--- config.mk ---
export PLATFORM = sky130hd
export DESIGN_NAME = cbp_train_ctrl_flat
export DESIGN_NICKNAME = d
export VERILOG_FILES = /design/src/rtl/cbp_train_ctrl_if.sv /design/src/rtl/cbp_train_ctrl.sv /design/src/flat_wrapper.sv
export SDC_FILE = /design/constraint.sdc
export NUM_CORES = 1
export LEC_CHECK = 0
export CAP_MARGIN = 25
export CORE_MARGIN = 1.5
export CORE_UTILIZATION = 30
export DETAILED_ROUTE_END_ITERATION = 6
export PLACE_DENSITY = 0.54
export SETUP_SLACK_MARGIN = 0.3
export SLEW_MARGIN = 20
export SYNTH_ARGS = -nofsm -noshare
export SYNTH_HDL_FRONTEND = slang
export SYNTH_SLANG_ARGS = --single-unit
--- constraint.sdc ---
create_clock -name clk_i -period 5.44 [get_ports clk_i]
set_clock_uncertainty 0.05 [all_clocks]
set_input_delay 1.088 -clock clk_i [delete_from_list [all_inputs] [get_ports clk_i]]
set_output_delay 1.088 -clock clk_i [all_outputs]
set_load 0.01 [all_outputs]
--- src/rtl/cbp_train_ctrl_if.sv ---
// rtl/cbp_train_ctrl_if.sv - fetch/resolve/commit request and ED/MD training signal bundle
interface cbp_train_ctrl_if #(
  parameter int HIST_W = 7
);
  logic              F_valid_i;
  logic [HIST_W-1:0] F_PC_i;
  logic [HIST_W-1:0] F_train_global_history_i;
  logic              F_train_predict_i;
  logic              F_train_global_predict_i;
  logic              F_train_local_predict_i;
  logic              F_stall_o;
  logic              E_resolve_valid_i;
  logic              E_taken_i;
  logic              ED_train_valid_o;
  logic [HIST_W-1:0] ED_train_global_history_o;
  logic              ED_train_global_predict_o;
  logic              ED_train_global_taken_o;
  logic              ED_redirect_o;
  logic              M_commit_valid_i;
  logic              MD_train_valid_o;
  logic [HIST_W-1:0] MD_PC_o;
  logic [HIST_W-1:0] MD_train_global_history_o;
  logic              MD_train_predict_o;
  logic              MD_train_taken_o;
  logic              MD_train_global_predict_o;
  logic              MD_train_global_taken_o;
  logic              MD_train_local_predict_o;
  logic              MD_train_local_taken_o;
  logic              err_o;

  modport slave (
    input  F_valid_i, F_PC_i, F_train_global_history_i, F_train_predict_i,
           F_train_global_predict_i, F_train_local_predict_i,
           E_resolve_valid_i, E_taken_i, M_commit_valid_i,
    output F_stall_o,
           ED_train_valid_o, ED_train_global_history_o, ED_train_global_predict_o,
           ED_train_global_taken_o, ED_redirect_o,
           MD_train_valid_o, MD_PC_o, MD_train_global_history_o,
           MD_train_predict_o, MD_train_taken_o,
           MD_train_global_predict_o, MD_train_global_taken_o,
           MD_train_local_predict_o, MD_train_local_taken_o, err_o
  );

  modport master (
    output F_valid_i, F_PC_i, F_train_global_history_i, F_train_predict_i,
           F_train_global_predict_i, F_train_local_predict_i,
           E_resolve_valid_i, E_taken_i, M_commit_valid_i,
    input  F_stall_o,
           ED_train_valid_o, ED_train_global_history_o, ED_train_global_predict_o,
           ED_train_global_taken_o, ED_redirect_o,
           MD_train_valid_o, MD_PC_o, MD_train_global_history_o,
           MD_train_predict_o, MD_train_taken_o,
           MD_train_global_predict_o, MD_train_global_taken_o,
           MD_train_local_predict_o, MD_train_local_taken_o, err_o
  );
endinterface

--- src/rtl/cbp_train_ctrl.sv ---
// rtl/cbp_train_ctrl.sv - in-order prediction queue producing ED repair and MD commit training
module cbp_train_ctrl #(
  parameter int HIST_W = 7,
  parameter int DEPTH  = 8,
  parameter int PTR_W  = 3
) (
  input logic           clk_i,
  input logic           rst,
  cbp_train_ctrl_if.slave bus
);

  localparam logic [PTR_W:0]   FULL    = (PTR_W+1)'(DEPTH);
  localparam logic [PTR_W:0]   CNT_ONE = (PTR_W+1)'(1);
  localparam logic [PTR_W-1:0] PTR_ONE = PTR_W'(1);

  // Entry storage; only the resolved bits need a reset value.
  logic [HIST_W-1:0] pc_mem   [DEPTH];
  logic [HIST_W-1:0] hist_mem [DEPTH];
  logic [DEPTH-1:0]  pred_mem, gpred_mem, lpred_mem, actual_mem;
  logic [DEPTH-1:0]  resolved_q;

  // head = oldest entry, res = oldest unresolved entry, tail = next free slot.
  // unres_q counts entries between res and tail so that a full queue with
  // nothing resolved is distinguishable from an empty one.
  logic [PTR_W-1:0] head_q, res_q, tail_q;
  logic [PTR_W:0]   count_q, unres_q;
  logic [PTR_W:0]   count_d, unres_d, squash_n;
  logic             stall, alloc, res_ok, cmt_ok, mispredict, proto_err;

  logic              ed_valid_q, ed_gpred_q, ed_gtaken_q, ed_redirect_q;
  logic [HIST_W-1:0] ed_hist_q;
  logic              md_valid_q, md_pred_q, md_taken_q, md_gpred_q, md_gtaken_q;
  logic              md_lpred_q, md_ltaken_q;
  logic [HIST_W-1:0] md_pc_q, md_hist_q;
  logic              err_q;

  // Qualify this cycle's alloc/resolve/commit requests against registered occupancy.
  always_comb begin
    stall      = (count_q == FULL);
    res_ok     = bus.E_resolve_valid_i && (unres_q != '0);
    cmt_ok     = bus.M_commit_valid_i && (count_q != unres_q) && resolved_q[head_q];
    mispredict = res_ok && (pred_mem[res_q] != bus.E_taken_i);
    // A fetch in the same cycle as a redirect is on the wrong path.
    alloc      = bus.F_valid_i && !stall && !mispredict;
    proto_err  = (bus.E_resolve_valid_i && !res_ok) ||
                 (bus.M_commit_valid_i && !cmt_ok) ||
                 (bus.F_valid_i && stall);
    // Everything younger than the mispredicted entry is dropped.
    squash_n   = mispredict ? (unres_q - CNT_ONE) : '0;
    count_d    = count_q + (PTR_W+1)'(alloc) - (PTR_W+1)'(cmt_ok) - squash_n;
    unres_d    = mispredict ? '0 : (unres_q + (PTR_W+1)'(alloc) - (PTR_W+1)'(res_ok));
  end

  // Pointer, occupancy, resolved-bit and sticky error state.
  always_ff @(posedge clk_i) begin
    if (rst) begin
      head_q     <= '0;
      res_q      <= '0;
      tail_q     <= '0;
      count_q    <= '0;
      unres_q    <= '0;
      resolved_q <= '0;
      err_q      <= 1'b0;
    end else begin
      count_q <= count_d;
      unres_q <= unres_d;
      if (proto_err) err_q <= 1'b1;
      if (cmt_ok) head_q <= head_q + PTR_ONE;
      if (res_ok) begin
        res_q             <= res_q + PTR_ONE;
        resolved_q[res_q] <= 1'b1;
      end
      if (mispredict) begin
        tail_q <= res_q + PTR_ONE;
      end else if (alloc) begin
        tail_q             <= tail_q + PTR_ONE;
        resolved_q[tail_q] <= 1'b0;
      end
    end
  end

  // Capture prediction payload at alloc and the actual direction at resolve.
  always_ff @(posedge clk_i) begin
    if (alloc) begin
      pc_mem[tail_q]    <= bus.F_PC_i;
      hist_mem[tail_q]  <= bus.F_train_global_history_i;
      pred_mem[tail_q]  <= bus.F_train_predict_i;
      gpred_mem[tail_q] <= bus.F_train_global_predict_i;
      lpred_mem[tail_q] <= bus.F_train_local_predict_i;
    end
    if (res_ok) actual_mem[res_q] <= bus.E_taken_i;
  end

  // ED repair pulse one cycle after a resolve; data holds between pulses.
  always_ff @(posedge clk_i) begin
    if (rst) begin
      ed_valid_q    <= 1'b0;
      ed_hist_q     <= '0;
      ed_gpred_q    <= 1'b0;
      ed_gtaken_q   <= 1'b0;
      ed_redirect_q <= 1'b0;
    end else begin
      ed_valid_q    <= res_ok;
      ed_redirect_q <= mispredict;
      if (res_ok) begin
        ed_hist_q   <= hist_mem[res_q];
        ed_gpred_q  <= gpred_mem[res_q];
        ed_gtaken_q <= (gpred_mem[res_q] == bus.E_taken_i);
      end
    end
  end

  // MD training pulse one cycle after a commit; data holds between pulses.
  always_ff @(posedge clk_i) begin
    if (rst) begin
      md_valid_q  <= 1'b0;
      md_pc_q     <= '0;
      md_hist_q   <= '0;
      md_pred_q   <= 1'b0;
      md_taken_q  <= 1'b0;
      md_gpred_q  <= 1'b0;
      md_gtaken_q <= 1'b0;
      md_lpred_q  <= 1'b0;
      md_ltaken_q <= 1'b0;
    end else begin
      md_valid_q <= cmt_ok;
      if (cmt_ok) begin
        md_pc_q     <= pc_mem[head_q];
        md_hist_q   <= hist_mem[head_q];
        md_pred_q   <= pred_mem[head_q];
        md_taken_q  <= (pred_mem[head_q] == actual_mem[head_q]);
        md_gpred_q  <= gpred_mem[head_q];
        md_gtaken_q <= (gpred_mem[head_q] == actual_mem[head_q]);
        md_lpred_q  <= lpred_mem[head_q];
        md_ltaken_q <= (lpred_mem[head_q] == actual_mem[head_q]);
      end
    end
  end

  assign bus.F_stall_o                 = stall;
  assign bus.ED_train_valid_o          = ed_valid_q;
  assign bus.ED_train_global_history_o = ed_hist_q;
  assign bus.ED_train_global_predict_o = ed_gpred_q;
  assign bus.ED_train_global_taken_o   = ed_gtaken_q;
  assign bus.ED_redirect_o             = ed_redirect_q;
  assign bus.MD_train_valid_o          = md_valid_q;
  assign bus.MD_PC_o                   = md_pc_q;
  assign bus.MD_train_global_history_o = md_hist_q;
  assign bus.MD_train_predict_o        = md_pred_q;
  assign bus.MD_train_taken_o          = md_taken_q;
  assign bus.MD_train_global_predict_o = md_gpred_q;
  assign bus.MD_train_global_taken_o   = md_gtaken_q;
  assign bus.MD_train_local_predict_o  = md_lpred_q;
  assign bus.MD_train_local_taken_o    = md_ltaken_q;
  assign bus.err_o                     = err_q;

endmodule

--- src/flat_wrapper.sv ---
// flat-port wrapper written by rule: the top's interface ports become plain ports
module cbp_train_ctrl_flat 
#(
  parameter int HIST_W = 7,
  parameter int DEPTH  = 8,
  parameter int PTR_W  = 3
)
  (clk_i, rst, bus_F_valid_i, bus_F_PC_i, bus_F_train_global_history_i, bus_F_train_predict_i, bus_F_train_global_predict_i, bus_F_train_local_predict_i, bus_E_resolve_valid_i, bus_E_taken_i, bus_M_commit_valid_i, bus_F_stall_o, bus_ED_train_valid_o, bus_ED_train_global_history_o, bus_ED_train_global_predict_o, bus_ED_train_global_taken_o, bus_ED_redirect_o, bus_MD_train_valid_o, bus_MD_PC_o, bus_MD_train_global_history_o, bus_MD_train_predict_o, bus_MD_train_taken_o, bus_MD_train_global_predict_o, bus_MD_train_global_taken_o, bus_MD_train_local_predict_o, bus_MD_train_local_taken_o, bus_err_o);
  cbp_train_ctrl_if #(.HIST_W(HIST_W)) bus_i ();
  input logic clk_i;
  input logic rst;
  input wire logic [$bits(bus_i.F_valid_i)-1:0] bus_F_valid_i;
  input wire logic [$bits(bus_i.F_PC_i)-1:0] bus_F_PC_i;
  input wire logic [$bits(bus_i.F_train_global_history_i)-1:0] bus_F_train_global_history_i;
  input wire logic [$bits(bus_i.F_train_predict_i)-1:0] bus_F_train_predict_i;
  input wire logic [$bits(bus_i.F_train_global_predict_i)-1:0] bus_F_train_global_predict_i;
  input wire logic [$bits(bus_i.F_train_local_predict_i)-1:0] bus_F_train_local_predict_i;
  input wire logic [$bits(bus_i.E_resolve_valid_i)-1:0] bus_E_resolve_valid_i;
  input wire logic [$bits(bus_i.E_taken_i)-1:0] bus_E_taken_i;
  input wire logic [$bits(bus_i.M_commit_valid_i)-1:0] bus_M_commit_valid_i;
  output wire logic [$bits(bus_i.F_stall_o)-1:0] bus_F_stall_o;
  output wire logic [$bits(bus_i.ED_train_valid_o)-1:0] bus_ED_train_valid_o;
  output wire logic [$bits(bus_i.ED_train_global_history_o)-1:0] bus_ED_train_global_history_o;
  output wire logic [$bits(bus_i.ED_train_global_predict_o)-1:0] bus_ED_train_global_predict_o;
  output wire logic [$bits(bus_i.ED_train_global_taken_o)-1:0] bus_ED_train_global_taken_o;
  output wire logic [$bits(bus_i.ED_redirect_o)-1:0] bus_ED_redirect_o;
  output wire logic [$bits(bus_i.MD_train_valid_o)-1:0] bus_MD_train_valid_o;
  output wire logic [$bits(bus_i.MD_PC_o)-1:0] bus_MD_PC_o;
  output wire logic [$bits(bus_i.MD_train_global_history_o)-1:0] bus_MD_train_global_history_o;
  output wire logic [$bits(bus_i.MD_train_predict_o)-1:0] bus_MD_train_predict_o;
  output wire logic [$bits(bus_i.MD_train_taken_o)-1:0] bus_MD_train_taken_o;
  output wire logic [$bits(bus_i.MD_train_global_predict_o)-1:0] bus_MD_train_global_predict_o;
  output wire logic [$bits(bus_i.MD_train_global_taken_o)-1:0] bus_MD_train_global_taken_o;
  output wire logic [$bits(bus_i.MD_train_local_predict_o)-1:0] bus_MD_train_local_predict_o;
  output wire logic [$bits(bus_i.MD_train_local_taken_o)-1:0] bus_MD_train_local_taken_o;
  output wire logic [$bits(bus_i.err_o)-1:0] bus_err_o;
  assign bus_i.F_valid_i = bus_F_valid_i;
  assign bus_i.F_PC_i = bus_F_PC_i;
  assign bus_i.F_train_global_history_i = bus_F_train_global_history_i;
  assign bus_i.F_train_predict_i = bus_F_train_predict_i;
  assign bus_i.F_train_global_predict_i = bus_F_train_global_predict_i;
  assign bus_i.F_train_local_predict_i = bus_F_train_local_predict_i;
  assign bus_i.E_resolve_valid_i = bus_E_resolve_valid_i;
  assign bus_i.E_taken_i = bus_E_taken_i;
  assign bus_i.M_commit_valid_i = bus_M_commit_valid_i;
  assign bus_F_stall_o = bus_i.F_stall_o;
  assign bus_ED_train_valid_o = bus_i.ED_train_valid_o;
  assign bus_ED_train_global_history_o = bus_i.ED_train_global_history_o;
  assign bus_ED_train_global_predict_o = bus_i.ED_train_global_predict_o;
  assign bus_ED_train_global_taken_o = bus_i.ED_train_global_taken_o;
  assign bus_ED_redirect_o = bus_i.ED_redirect_o;
  assign bus_MD_train_valid_o = bus_i.MD_train_valid_o;
  assign bus_MD_PC_o = bus_i.MD_PC_o;
  assign bus_MD_train_global_history_o = bus_i.MD_train_global_history_o;
  assign bus_MD_train_predict_o = bus_i.MD_train_predict_o;
  assign bus_MD_train_taken_o = bus_i.MD_train_taken_o;
  assign bus_MD_train_global_predict_o = bus_i.MD_train_global_predict_o;
  assign bus_MD_train_global_taken_o = bus_i.MD_train_global_taken_o;
  assign bus_MD_train_local_predict_o = bus_i.MD_train_local_predict_o;
  assign bus_MD_train_local_taken_o = bus_i.MD_train_local_taken_o;
  assign bus_err_o = bus_i.err_o;
  cbp_train_ctrl #(.HIST_W(HIST_W), .DEPTH(DEPTH), .PTR_W(PTR_W)) u_core (.clk_i(clk_i), .rst(rst), .bus(bus_i));
endmodule
==> results of run 1 <==
state kept, by name (all words and copies together), names as in the netlist, 3 cells and up:
signal and cells:
u_core.actual_mem 8, u_core.bus.ED_train_global_history_o 7, u_core.bus.MD_PC_o 7, u_core.bus.MD_train_global_history_o 7
u_core.count_q 4, u_core.gpred_mem 8, u_core.head_q 3, u_core.hist_mem 56
u_core.lpred_mem 8, u_core.pc_mem 56, u_core.pred_mem 8, u_core.res_q 3
u_core.resolved_q 8, u_core.tail_q 3, u_core.unres_q 4
metrics by stage:
stage               utilization (%)  hold WS, ps  setup WS (ps)  total power (W)
finish                         37.0          449            837          0.00486
global route                   37.0          465            603          0.00512
CTS                            37.0          454            850          0.00493
detailed placement             34.5          446            336          0.00347
global placement               34.5          431            476          0.00343
floorplan                         -          424            837          0.00294
synth_stat cells (2+ instances only):
cell	number
a221oi_1	3
a31oi_1	4
mux2i_1	19
o221a_1	3
a22oi_1	2
mux2_4	3
buf_2	3
a21oi_1	11
nand2b_1	8
nor2b_1	6
ha_1	15
xor2_1	8
nor3_1	12
clkbuf_1	25
a311oi_1	17
o21ai_0	12
edfxtp_1	144
mux2_1	2
and3_1	2
o22ai_1	3
fa_1	4
nor4_1	2
dfxtp_1	58
and2_1	3
nand3_1	3
o221a_2	3
nand2_1	43
a211oi_1	7
nor2_1	54
xnor2_1	13
inv_1	15
mux4_2	45
mux2_2	7
or3_1	3
buf_1	7
final cells by class:
cell class                      count  share of cell area, %
Inverter                           16                  0.579
Sequential cell                   202                   52.9
Timing Repair Buffer               74                   6.65
Tap cell                          378                   4.56
Multi-Input combinational cell    327                   28.6
Clock buffer                       30                   5.80
Clock inverter                     11                  0.988
layer usage:
metal	share of wire, %	vias to the layer above	wire [µm]	global-route usage, %
li1	-	2347	-	-
met1	42	2611	8840	17.3
met2	51	114	10700	25.7
met3	5.2	31	1090	2.42
met4	1.9	2	410	3.80
met5	0.062	-	13	0
critical path, delay by kind of cell:
| kind | cells | cell delay, ps |
|---|---|---|
| compound gates | 2 | 490 |
| fa+ha+maj | 4 | 1400 |
| xor+xnor | 2 | 310 |
| buf+inv | 4 | 670 |
| simple gates | 3 | 690 |
| mux | 1 | 320 |
kinds of logic after synthesis:
kind of cell,count (synthesis),share of synthesized area [%]
AOI/OAI and AO/OA,72,6.10
DFF,202,63.5
muxes,76,15.6
and+or+nand+nor,139,7.16
buffers and inverters,52,2.39
adders and majority gates,19,3.10
xor gates and xnor gates,21,2.13
worst max path at each step:
| stage | depth (start not counted) | startpoint | to |
|---|---|---|---|
| global placement | 16 | bus_E_resolve_valid_i | u_core.count_q[3] |
| CTS | 16 | bus_E_resolve_valid_i | u_core.count_q[3] |
| floorplan | 16 | bus_E_resolve_valid_i | u_core.count_q[3] |
| global route | 16 | bus_E_resolve_valid_i | u_core.count_q[3] |
| finish | 16 | bus_E_resolve_valid_i | u_core.count_q[3] |
| detailed placement | 16 | bus_E_resolve_valid_i | u_core.count_q[3] |
power groups by stage:
stage | sequential, W | combinational (W) | clock, W
3_5_place_dp | 0.00207 | 0.00140 | 0
4_1_cts | 0.00204 | 0.00140 | 0.00149
6_report | 0.00203 | 0.00138 | 0.00145
2_1_floorplan | 0.00204 | 0.000905 | 0
5_1_grt | 0.00206 | 0.00152 | 0.00155
3_3_place_gp | 0.00205 | 0.00137 | 0
==> key figures, run 1 <==
Yosys
  • Gate count of the mapped netlist: approximately 580
  • Yosys warning count: 0
  • Yosys top cell by area: edfxtp_1
  • Mapped cell area: around 8600 µm²
  • Ys flop type: edfxtp_1
  • Number of flops mapped to enable cells by yosys: ~140
  • Seq/Total Area, Yosys: a little under two thirds
  • Yosys cell types: 47
  • Post-Syn Area per Cell: 14.9 µm²
  • Area share of the largest cell type after synthesis: roughly 50%
  • Syn nets: between 600 and 700
  • Asr flop ratio synth: 0%
  • Synth Register Bits: between 200 and 250
  • Synth top area cells: edfxtp_1, dfxtp_1, mux4_2, nor2_1, mux2i_1

Layout
  • Area Growth Syn to Fin: 20.2%
  • Most frequent cells in the layout: edfxtp_1, dfxtp_1, clkdlybuf4s50_1
  • # fillers: 2692
  • Design area: 10400 µm²
  • Commonest non-fill, non-tap cell in the layout: edfxtp_1
  • Share of layout cells above drive strength 1: between 10% and 20%
  • Multi-input logic area: 2970 µm²
  • Reg area: 5490 µm²
  • ANT cells: 0
  • Final net count: between 600 and 700
  • Final std cells w/o fill: between 1000 and 1500

CTS
  • Post-cts hold buffer count: 0
  • Sink Count: ~200
  • Worst-path clk slew: 60 ps
  • CTS Root Cell: clkbuf_16
  • CTS buffer count: 23
  • Clock Latency Late Sink: approximately 500 ps
  • CTS tree: done
  • Setup bufs post-CTS: 0
  • Longest Clk Path Bufs: 3
  • CTS resizes: 0
  • H-tree depth: 1

Global route
  • Number of global-route vias before repair: between 5000 and 6000
  • Global-route wire length before repair: between 30000 and 40000 µm
  • Largest net degree at the start of global routing: 45
  • Gr ovfl total: 0
  • Antenna violations before repair: 1
  • Tot GR Track Use: 14.2%

Routing
  • Via count: 5105
  • WL/cell: approximately 20 µm
  • DR pass1 iterations: 5
  • Detailed Route Iter0 Violations: 332
  • WL final: approximately 21000 µm
  • Final ANT Viol Nets: 0
  • # DRC: 0
  • Vias per Instance: just under 5

Worst setup path
  • CP peak stage delay: 420 ps
  • Crit path kind: in -> reg
  • WP data arrival: 4970 ps
  • Register-to-Register Path Depth: 14
  • CP Capture Type: register
  • Crit-path max FO: 10
  • Crit-path slowest cell: clkdlybuf4s50_1
  • Reg-to-Reg Start: u_core.res_q[2]
  • FF-to-FF End: u_core.count_q[3]
  • Startpoint types: input port
  • Worst path cell trace: clkdlybuf4s50_1, a21bo_2, inv_1, and2_1, mux2_4, nor2_1, inv_1, fa_1, inv_1, fa_1, ha_1, fa_1, xor2_1, xnor2_1, or3_1, a21oi_1
  • Worst Path Required: 5810 ps
  • FF-to-FF setup slack: between 1000 and 1500 ps

Timing
  • Number of setup violations in the final report: 0
  • Headroom to the max-slew limit: roughly 45%
  • RSZ-0062 raised after global routing: false
  • Worst-margin pin slew: between 800 and 900 ps
  • Setup TNS: 0 ps
  • Fmax: around 220 MHz
  • Final hold viol count: 0
  • Period Utilization, post-route: between 80 and 90%
  • Final Slew Violations: 0
  • Min cycle time layout: between 4000 and 5000 ps

Placement
  • Placed Cells: between 900 and 1000
  • Port Buffer Count: 56
  • Post-placement cell area: 9680 µm²
  • RD Place Congestion: between 0.7 and 0.8
  • DP HPWL: about 13000 µm

Floorplan
  • CORE AREA: approximately 28000 µm²
  • Std-Cell Rows: between 60 and 70
  • Die Y: 173 µm
  • Die X-Extent: 173 µm
  • IO Count: between 50 and 60
  • Initial Util: 30.8%
  • Die area: approximately 30000 µm²

Pwr
  • Peak supply drop: around 0.19 mV
  • Sequential fraction of design power: approximately two fifths
  • Clock power frac: roughly 30%
  • Comb pwr share: between 20% and 30%
  • Pint: roughly 0.0034 W
  • P_leak: approximately 3.4 nW
  • Pwr dens: between 400 and 500 nW/µm²
  • P_sw: roughly 0.0015 W
  • Switch share: 30.0%

Min path
  • Hold path startpoint: u_core.bus.MD_train_predict_o
  • Endpoint, Worst Hold: u_core.bus.MD_train_predict_o
  • Hold Path Depth: 2
  • Worst hold path class: reg -> reg

Status
  • Status: finished, final reports clean

Flow run
  • Number of max-cap violations: 0
Power figures use the tool's default switching activity.
==> run 2, diff against run 1 <==
Settings changed: PLACE_DENSITY 0.54 to 0.56.
Clock period 5.44 ns to 4.1 ns, I/O delays scaled along.
==> run 2 against run 1 <==
  * Final area is 1.7% higher
  * Sequential share of layout area decreased by 0.86 points
  * Sequential power grew 32%
  * Clock-buffer cell count grew 4
  * Power rose by 34%
  * Sequential cell count did not move
  * Critical path depth decreased by 2
  * Register-to-register slack lost 910 ps
  * Global-route usage up 0.090 points
  * Non-clock buffer count grew 17
  * Combinational power increased by 39%
  * Largest cell class unchanged
==> key figures, run 2 (synthesis gave the netlist of run 1 again) <==
Global route
  • Global-route wire length before repair: 32700 µm (was 32500 µm)
  • Met3 Use GR: 2.90% (was 2.42%)
  • GRT met1 Usage: 18.0% (was 17.3%)
  • Gr ovfl total: 0 (unchanged)
  • Tot GR Track Use: 14.3% (was 14.2%)
  • Met2 usage: 24.8% (was 25.7%)
  • Antenna violations before repair: 1 (unchanged)
  • Largest net degree at the start of global routing: 44 (was 45)
  • Number of global-route vias before repair: 5561 (was 5402)
  • Peak-usage layer in the global routing report: met2 (unchanged)

Layout
  • ANT cells: 0 (unchanged)
  • Commonest non-fill, non-tap cell in the layout: edfxtp_1 (unchanged)
  • Most frequent cells in the layout: edfxtp_1, clkdlybuf4s50_1, dfxtp_1 (was edfxtp_1, dfxtp_1, clkdlybuf4s50_1)
  • Area Growth Syn to Fin: 22.2% (was 20.2%)
  • Final std cells w/o fill: 1054 (was 1038)
  • Final net count: 702 (was 686)
  • Share of layout cells above drive strength 1: 21.4% (was 17.1%)
  • Top flop regs: u_core.hist_mem x56, u_core.pc_mem x56 (unchanged)

Routing
  • Final ANT Viol Nets: 0 (unchanged)
  • # DRC: 0 (unchanged)
  • DR pass1 iterations: 5 (unchanged)
  • Via count: 5209 (was 5105)
  • WL final: 21200 µm (was 21100 µm)
  • Detailed Route Iter0 Violations: 419 (was 332)
  • WL/cell: 20.1 µm (was 20.3 µm)
  • Vias per Instance: 4.94 (was 4.92)

Timing
  • Worst-margin pin slew: 643 ps (was 809 ps)
  • Hold slack: 455 ps (was 449 ps)
  • Final Slew Violations: 0 (unchanged)
  • Final hold viol count: 0 (unchanged)
  • Number of setup violations in the final report: 0 (unchanged)
  • Period Utilization, post-route: a little over nine tenths
  • Min cycle time layout: about 4000 ps
  • Fmax: 251 MHz
  • Headroom to the max-slew limit: 57.1% (was 44.7%)
  • RSZ-0062 raised after global routing: true (was false)

Min path
  • Worst hold path class: reg -> reg (unchanged)
  • Hold path startpoint: u_core.bus.MD_train_global_predict_o (was u_core.bus.MD_train_predict_o)

Worst setup path
  • Top delay family on crit path: adder cells (unchanged)
  • CP peak stage delay: 500 ps (was 420 ps)
  • Worst Path Buf+Inv: 2 (was 4)
  • WP data arrival: 4370 ps (was 4970 ps)
  • Worst path cell trace: mux2_1, mux4_2, mux2_4, nor2_4, inv_2, fa_2, inv_2, fa_1, ha_2, fa_2, xor2_1, xnor2_1, or3_1, a21oi_2 (was clkdlybuf4s50_1, a21bo_2, inv_1, and2_1, mux2_4, nor2_1, inv_1, fa_1, inv_1, fa_1, ha_1, fa_1, xor2_1, xnor2_1, or3_1, a21oi_1)
  • Worst Path Required: 4490 ps (was 5810 ps)
  • Crit-path slowest cell: mux4_2 (was clkdlybuf4s50_1)
  • Crit path kind: reg -> reg (was in -> reg)
  • Startpoint types: register (was input port)
  • CP Capture Type: register (unchanged)
  • Critical path launch point: u_core.res_q[2] (was bus_E_resolve_valid_i)
  • Reg-to-Reg Start: u_core.res_q[2] (unchanged)
  • Crit-path max FO: 6 (was 10)

Placement
  • DP HPWL: 13500 µm (was 12800 µm)
  • RD Place Congestion: 0.781 (was 0.770)
  • Port Buffer Count: 56 (unchanged)
  • Placed Cells: 1014 (was 997)

Floorplan
  • Die Y: 173 µm (unchanged)
  • Die X-Extent: 173 µm (unchanged)
  • CORE AREA: 28100 µm² (unchanged)
  • Die area: 29800 µm² (unchanged)
  • Initial Util: 30.8% (unchanged)
  • IO Count: 57 (unchanged)
  • Std-Cell Rows: 61 (unchanged)

Status
  • Status: finished, final reports clean (unchanged)

CTS
  • Worst-path clk slew: 60 ps (about the same)
  • Clock Latency Late Sink: 530 ps (was 500 ps)
  • CTS buffer count: 22 (was 23)
  • CTS tree: done (unchanged)
  • H-tree depth: 1 (unchanged)
  • CTS Root Cell: clkbuf_16 (unchanged)
  • Sink Count: 202 (unchanged)
  • Longest Clk Path Bufs: 3 (unchanged)

Flow run
  • Number of max-cap violations: 0 (unchanged)

Pwr
  • Peak supply drop: 0.279 mV (was 0.193 mV)
  • P_leak: 3.53 nW (was 3.44 nW)
  • Pwr dens: 617 nW/µm² (was 468 nW/µm²)
[run 2: cell count changes in the layout (fill, tap and decap cells not counted), moves of 2 or more]
| cell | delta |
|---|---|
| buf_4 | +17 |
| bufinv_16 | -2 |
| clkbuf_8 | +4 |
| clkinv_1 | -5 |
| fa_1 | -2 |
| fa_2 | +2 |
| inv_1 | -3 |
| inv_2 | +2 |
[run 2: repair_timing]
action / CTS / global route
gates resized for setup: 4 / 0
buffers inserted: 0 / 0
endpoints found under the setup margin: 1 / 1
hold buffers: 0 / 0
pin swaps: 0 / 0
[run 2: layout make-up]
type	count	area, µm²
Inverter	16	62.6
Clock buffer	34	657
Tap cell	378	473
Multi-Input combinational cell	327	3000
Fill cell	2701	17500
Timing Repair Buffer	91	818
Clock inverter	6	61.3
Sequential cell	202	5490
[run 2: where the power goes]
group,switching (W),total [W],leakage (nW),internal (W)
Combinational,0.00101,0.00192,1.40,0.000917
Sequential,0.000181,0.00268,1.78,0.00250
Clock,0.000800,0.00192,0.348,0.00112
[run 2: worst min-delay path, stage by stage, from the launching register on]
cell	delay, ps
dfxtp_1	310
nor2_1	100
a211oi_1	50
[run 2: worst paths after layout]
kind                                                to  slack, ps  depth (start not counted)
hold / removal    u_core.bus.MD_train_global_predict_o        450                          2
hold reg to reg   u_core.bus.MD_train_global_predict_o        450                          2
setup / recovery                     u_core.count_q[3]        110                         14
setup reg to reg                     u_core.count_q[3]        110                         14
[run 2: through the flow]
| stage | util, % | area [µm²] | power [W] | worst slack, ps | setup TNS (ps) |
|---|---|---|---|---|---|
| after global routing | 37.6 | 10600 | 0.00687 | -2.37 | -2.37 |
| after detailed placement | 35.0 | 9830 | 0.00467 | -281 | -281 |
| final | 37.6 | 10600 | 0.00652 | 113 | 0 |
| after global placement | 35.0 | 9830 | 0.00462 | -155 | -155 |
| after floorplan | - | 8680 | 0.00393 | 207 | 0 |
| after CTS | 37.6 | 10600 | 0.00661 | 95.6 | 0 |
[run 2: routing by layer]
metal,part of all wire (%),vias up
li1,-,2386
met1,43,2644
met2,49,139
met3,5.2,38
met4,2.3,2
met5,0.057,-
==> run 3, diff against run 2 <==
Settings changed: ABC_AREA set to 1, ABC_CLOCK_PERIOD_IN_PS set to 4100, SLEW_MARGIN 20 to unset.
==> run 3 against run 2 <==
  * Sequential share of layout area down 1.1 points
  * Combinational power up 20%
  * Worst hold slack got worse by 42 ps
  * Synthesized area up 4.1%
  * Non-clock buffer count is 7 lower
==> key figures, run 3 <==
Timing
  • Final worst slack: 519 ps (was 113 ps)
  • Min cycle time layout: 3580 ps (was 3990 ps)
  • Period Utilization, post-route: 87.4% (was 97.2%)
  • RSZ-0062 raised after global routing: false (was true)
  • Final Slew Violations: 0 (unchanged)
  • Fmax: 279 MHz (was 251 MHz)
  • Worst-margin pin slew: 867 ps (was 643 ps)
  • Number of setup violations in the final report: 0 (unchanged)
  • Final hold viol count: 0 (unchanged)
  • Setup TNS: 0 ps (unchanged)
  • Headroom to the max-slew limit: 42.2% (was 57.1%)

Yosys
  • Synth cell count leaders: nor2_1, edfxtp_1, nand2_1 (was edfxtp_1, dfxtp_1, nor2_1)
  • Ys flop type: edfxtp_1 (unchanged)
  • Seq/Total Area, Yosys: 61.0% (was 63.5%)
  • Syn nets: 961 (was 623)
  • Area share of the largest cell type after synthesis: 48.1% (was 50.1%)
  • Mapped cell area: 8990 µm² (was 8640 µm²)
  • Yosys cell types: 44 (was 47)
  • Synth Register Bits: 202 (unchanged)
  • Most frequent cell after synthesis: nor2_1 (was edfxtp_1)
  • Yosys top cell by area: edfxtp_1 (unchanged)
  • Synth top area cells: edfxtp_1, dfxtp_1, nor2_1, o21ai_0, nand2_1 (was edfxtp_1, dfxtp_1, mux4_2, nor2_1, mux2i_1)
  • Post-Syn Area per Cell: 9.78 µm² (was 14.9 µm²)
  • Asr flop ratio synth: 0% (unchanged)
  • Yosys warning count: 0 (unchanged)
  • Gate count of the mapped netlist: 919 (was 581)
  • Number of flops mapped to enable cells by yosys: 144 (unchanged)

Pwr
  • Sequential fraction of design power: 38.5% (was 41.1%)
  • Peak supply drop: 0.300 mV (was 0.279 mV)
  • Switch share: 35.3% (was 30.5%)
  • P_leak: 4.01 nW (was 3.53 nW)
  • Clock power frac: 28.3% (was 29.4%)
  • Pwr dens: 642 nW/µm² (was 617 nW/µm²)
  • Pint: 0.00447 W (was 0.00453 W)
  • P_sw: 0.00244 W (was 0.00199 W)
  • Comb pwr share: 33.2% (was 29.5%)

Routing
  • Detailed Route Iter0 Violations: 564 (was 419)
  • Vias per Instance: 4.86 (was 4.94)
  • WL/cell: 17.5 µm (was 20.1 µm)
  • Via count: 6745 (was 5209)
  • # DRC: 0 (unchanged)
  • DR pass1 iterations: 7 (was 5)
  • WL final: 24300 µm (was 21200 µm)
  • Final ANT Viol Nets: 0 (unchanged)

Global route
  • Global-route wire length before repair: 37300 µm (was 32700 µm)
  • Number of global-route vias before repair: 6474 (was 5561)
  • Tot GR Track Use: 15.8% (was 14.3%)
  • Gr ovfl total: 0 (unchanged)
  • Largest net degree at the start of global routing: 58 (was 44)
  • Antenna violations before repair: 0 (was 1)

Floorplan
  • Die Y: 176 µm (was 173 µm)
  • CORE AREA: 29600 µm² (was 28100 µm²)
  • Die area: 31000 µm² (was 29800 µm²)
  • Die X-Extent: 176 µm (was 173 µm)
  • Std-Cell Rows: 63 (was 61)
  • IO Count: 57 (unchanged)
  • Initial Util: 30.4% (was 30.8%)

CTS
  • Setup bufs post-CTS: 0 (unchanged)
  • H-tree depth: 1 (unchanged)
  • CTS Root Cell: clkbuf_16 (unchanged)
  • Post-cts hold buffer count: 0 (unchanged)
  • CTS resizes: 0 (was 4)
  • Sink Count: 202 (unchanged)
  • Longest Clk Path Bufs: 3 (unchanged)
  • Worst-path clk slew: 60 ps (about the same)
  • CTS buffer count: 23 (was 22)
  • Clock Latency Late Sink: 520 ps (was 530 ps)
  • CTS tree: done (unchanged)

Layout
  • Share of layout cells above drive strength 1: 9.33% (was 21.4%)
  • Final net count: 1022 (was 702)
  • Top flop regs: u_core.hist_mem x56, u_core.pc_mem x56 (unchanged)
  • ANT cells: 0 (unchanged)
  • Area Growth Syn to Fin: 19.8% (was 22.2%)
  • Commonest non-fill, non-tap cell in the layout: nor2_1 (was edfxtp_1)
  • Most frequent cells in the layout: nor2_1, edfxtp_1, nand2_1 (was edfxtp_1, clkdlybuf4s50_1, dfxtp_1)

Worst setup path
  • WP data arrival: 3950 ps (was 4370 ps)
  • Worst path cell trace: nor2_1, nand3_1, nand2_1, nor2_1, nand3_2, nand3_4, nand2_2, fa_1, inv_1, fa_1, ha_1, fa_1, xnor2_1, xnor2_1, nand2_1, nand2_1, nor2_1 (was mux2_1, mux4_2, mux2_4, nor2_4, inv_2, fa_2, inv_2, fa_1, ha_2, fa_2, xor2_1, xnor2_1, or3_1, a21oi_2)
  • Top delay family on crit path: adder cells (unchanged)
  • Crit-path slowest cell: dfxtp_1 (was mux4_2)
  • Worst Path Buf+Inv: 1 (was 2)
  • Worst Path Required: 4460 ps (was 4490 ps)
  • Crit-path max FO: 8 (was 6)
  • Crit path kind: reg -> reg (unchanged)
  • FF-to-FF End: u_core.count_q[3] (unchanged)
  • FF-to-FF setup slack: 520 ps (was 110 ps)
  • Register-to-Register Path Depth: 17 (was 14)
  • Startpoint types: register (unchanged)
  • Reg-to-Reg Start: u_core.res_q[1] (was u_core.res_q[2])
  • CP peak stage delay: 560 ps (was 500 ps)
  • CP Capture Type: register (unchanged)

Min path
  • Endpoint, Worst Hold: u_core.bus.MD_train_predict_o (was u_core.bus.MD_train_global_predict_o)
  • Hold Path Depth: 2 (unchanged)
  • Worst hold path class: reg -> reg (unchanged)
  • Hold path startpoint: u_core.bus.MD_train_predict_o (was u_core.bus.MD_train_global_predict_o)

Status
  • Status: finished, final reports clean (unchanged)

Placement
  • RD Place Congestion: 0.853 (was 0.781)
  • DP HPWL: 14800 µm (was 13500 µm)
  • DP Worst Slack: 248 ps (was -281 ps)
  • Port Buffer Count: 56 (unchanged)

Flow run
  • Number of max-cap violations: 0 (unchanged)
[run 3: changes by cell type in the layout (fill, tap and decap cells not counted), moves of 14 or more]
cell and change:
mux4_2 -45, o22ai_1 +19, mux2i_1 -19, nand2_1 +84, inv_1 +54, o21ai_0 +97, o21ai_1 +20, a21oi_1 +56
nor2_1 +99, a311oi_1 -17, nand3_1 +14
[run 3: cells by family (layout without fill, tap and decap cells)]
logic type                 after synthesis  count (layout)  share of synthesized area, %
AOI/OAI and AO/OA                      237             237                          14.2
xor gates and xnor gates                16              16                          1.56
buffers and inverters                  126             204                          5.76
DFF                                    202             202                          61.0
adders and majority gates               19              19                          2.98
and+or+nand+nor                        319             319                          14.5
[run 3: layout make-up]
class,instances,area [µm²]
clock inverter,11,91.3
fill,2997,18800
inverter,78,295
tap,390,488
timing repair buffer,84,771
sequential,202,5490
multi-input combinational,591,3010
clock buffer,31,636
[run 3: worst max path at each step]
stage	from	end	slack [ps]	cells after the start
final	u_core.res_q[1]	u_core.count_q[3]	520	17
after global routing	u_core.res_q[1]	u_core.count_q[3]	340	17
after CTS	u_core.res_q[0]	u_core.count_q[3]	510	17
after detailed placement	bus_E_taken_i	u_core.count_q[3]	250	15
after global placement	bus_E_taken_i	u_core.count_q[3]	270	15
after floorplan	bus_E_resolve_valid_i	u_core.count_q[3]	740	14
[run 3: tightest hold or removal path, stage by stage (launching register included)]
cell     delay, ps
dfxtp_1        310
nand2_1         60
a21oi_1         50
[run 3: power by group through the flow]
stage	Sequential (W)	Clock, W	Combinational (W)
5_1_grt	0.00269	0.00208	0.00258
4_1_cts	0.00266	0.00200	0.00229
3_5_place_dp	0.00270	0	0.00228
2_1_floorplan	0.00267	0	0.00151
3_3_place_gp	0.00270	0	0.00226
6_report	0.00266	0.00196	0.00230
[run 3: layer usage]
metal	part of all wire (%)	track usage, %
met5	0	0
met4	2.9	5.09
met3	6.4	2.71
met2	46	25.9
met1	45	21.1
[run 3: metrics by stage]
stage	hold slack [ps]	power [W]	util, %	instances	cell area, µm²
2_1_floorplan	424	0.00418	-	919	8990
3_3_place_gp	405	0.00496	34.0	1345	10000
3_5_place_dp	407	0.00498	34.0	1345	10000
4_1_cts	415	0.00695	36.4	1387	10800
5_1_grt	448	0.00735	36.5	1387	10800
6_report	413	0.00691	36.5	1387	10800
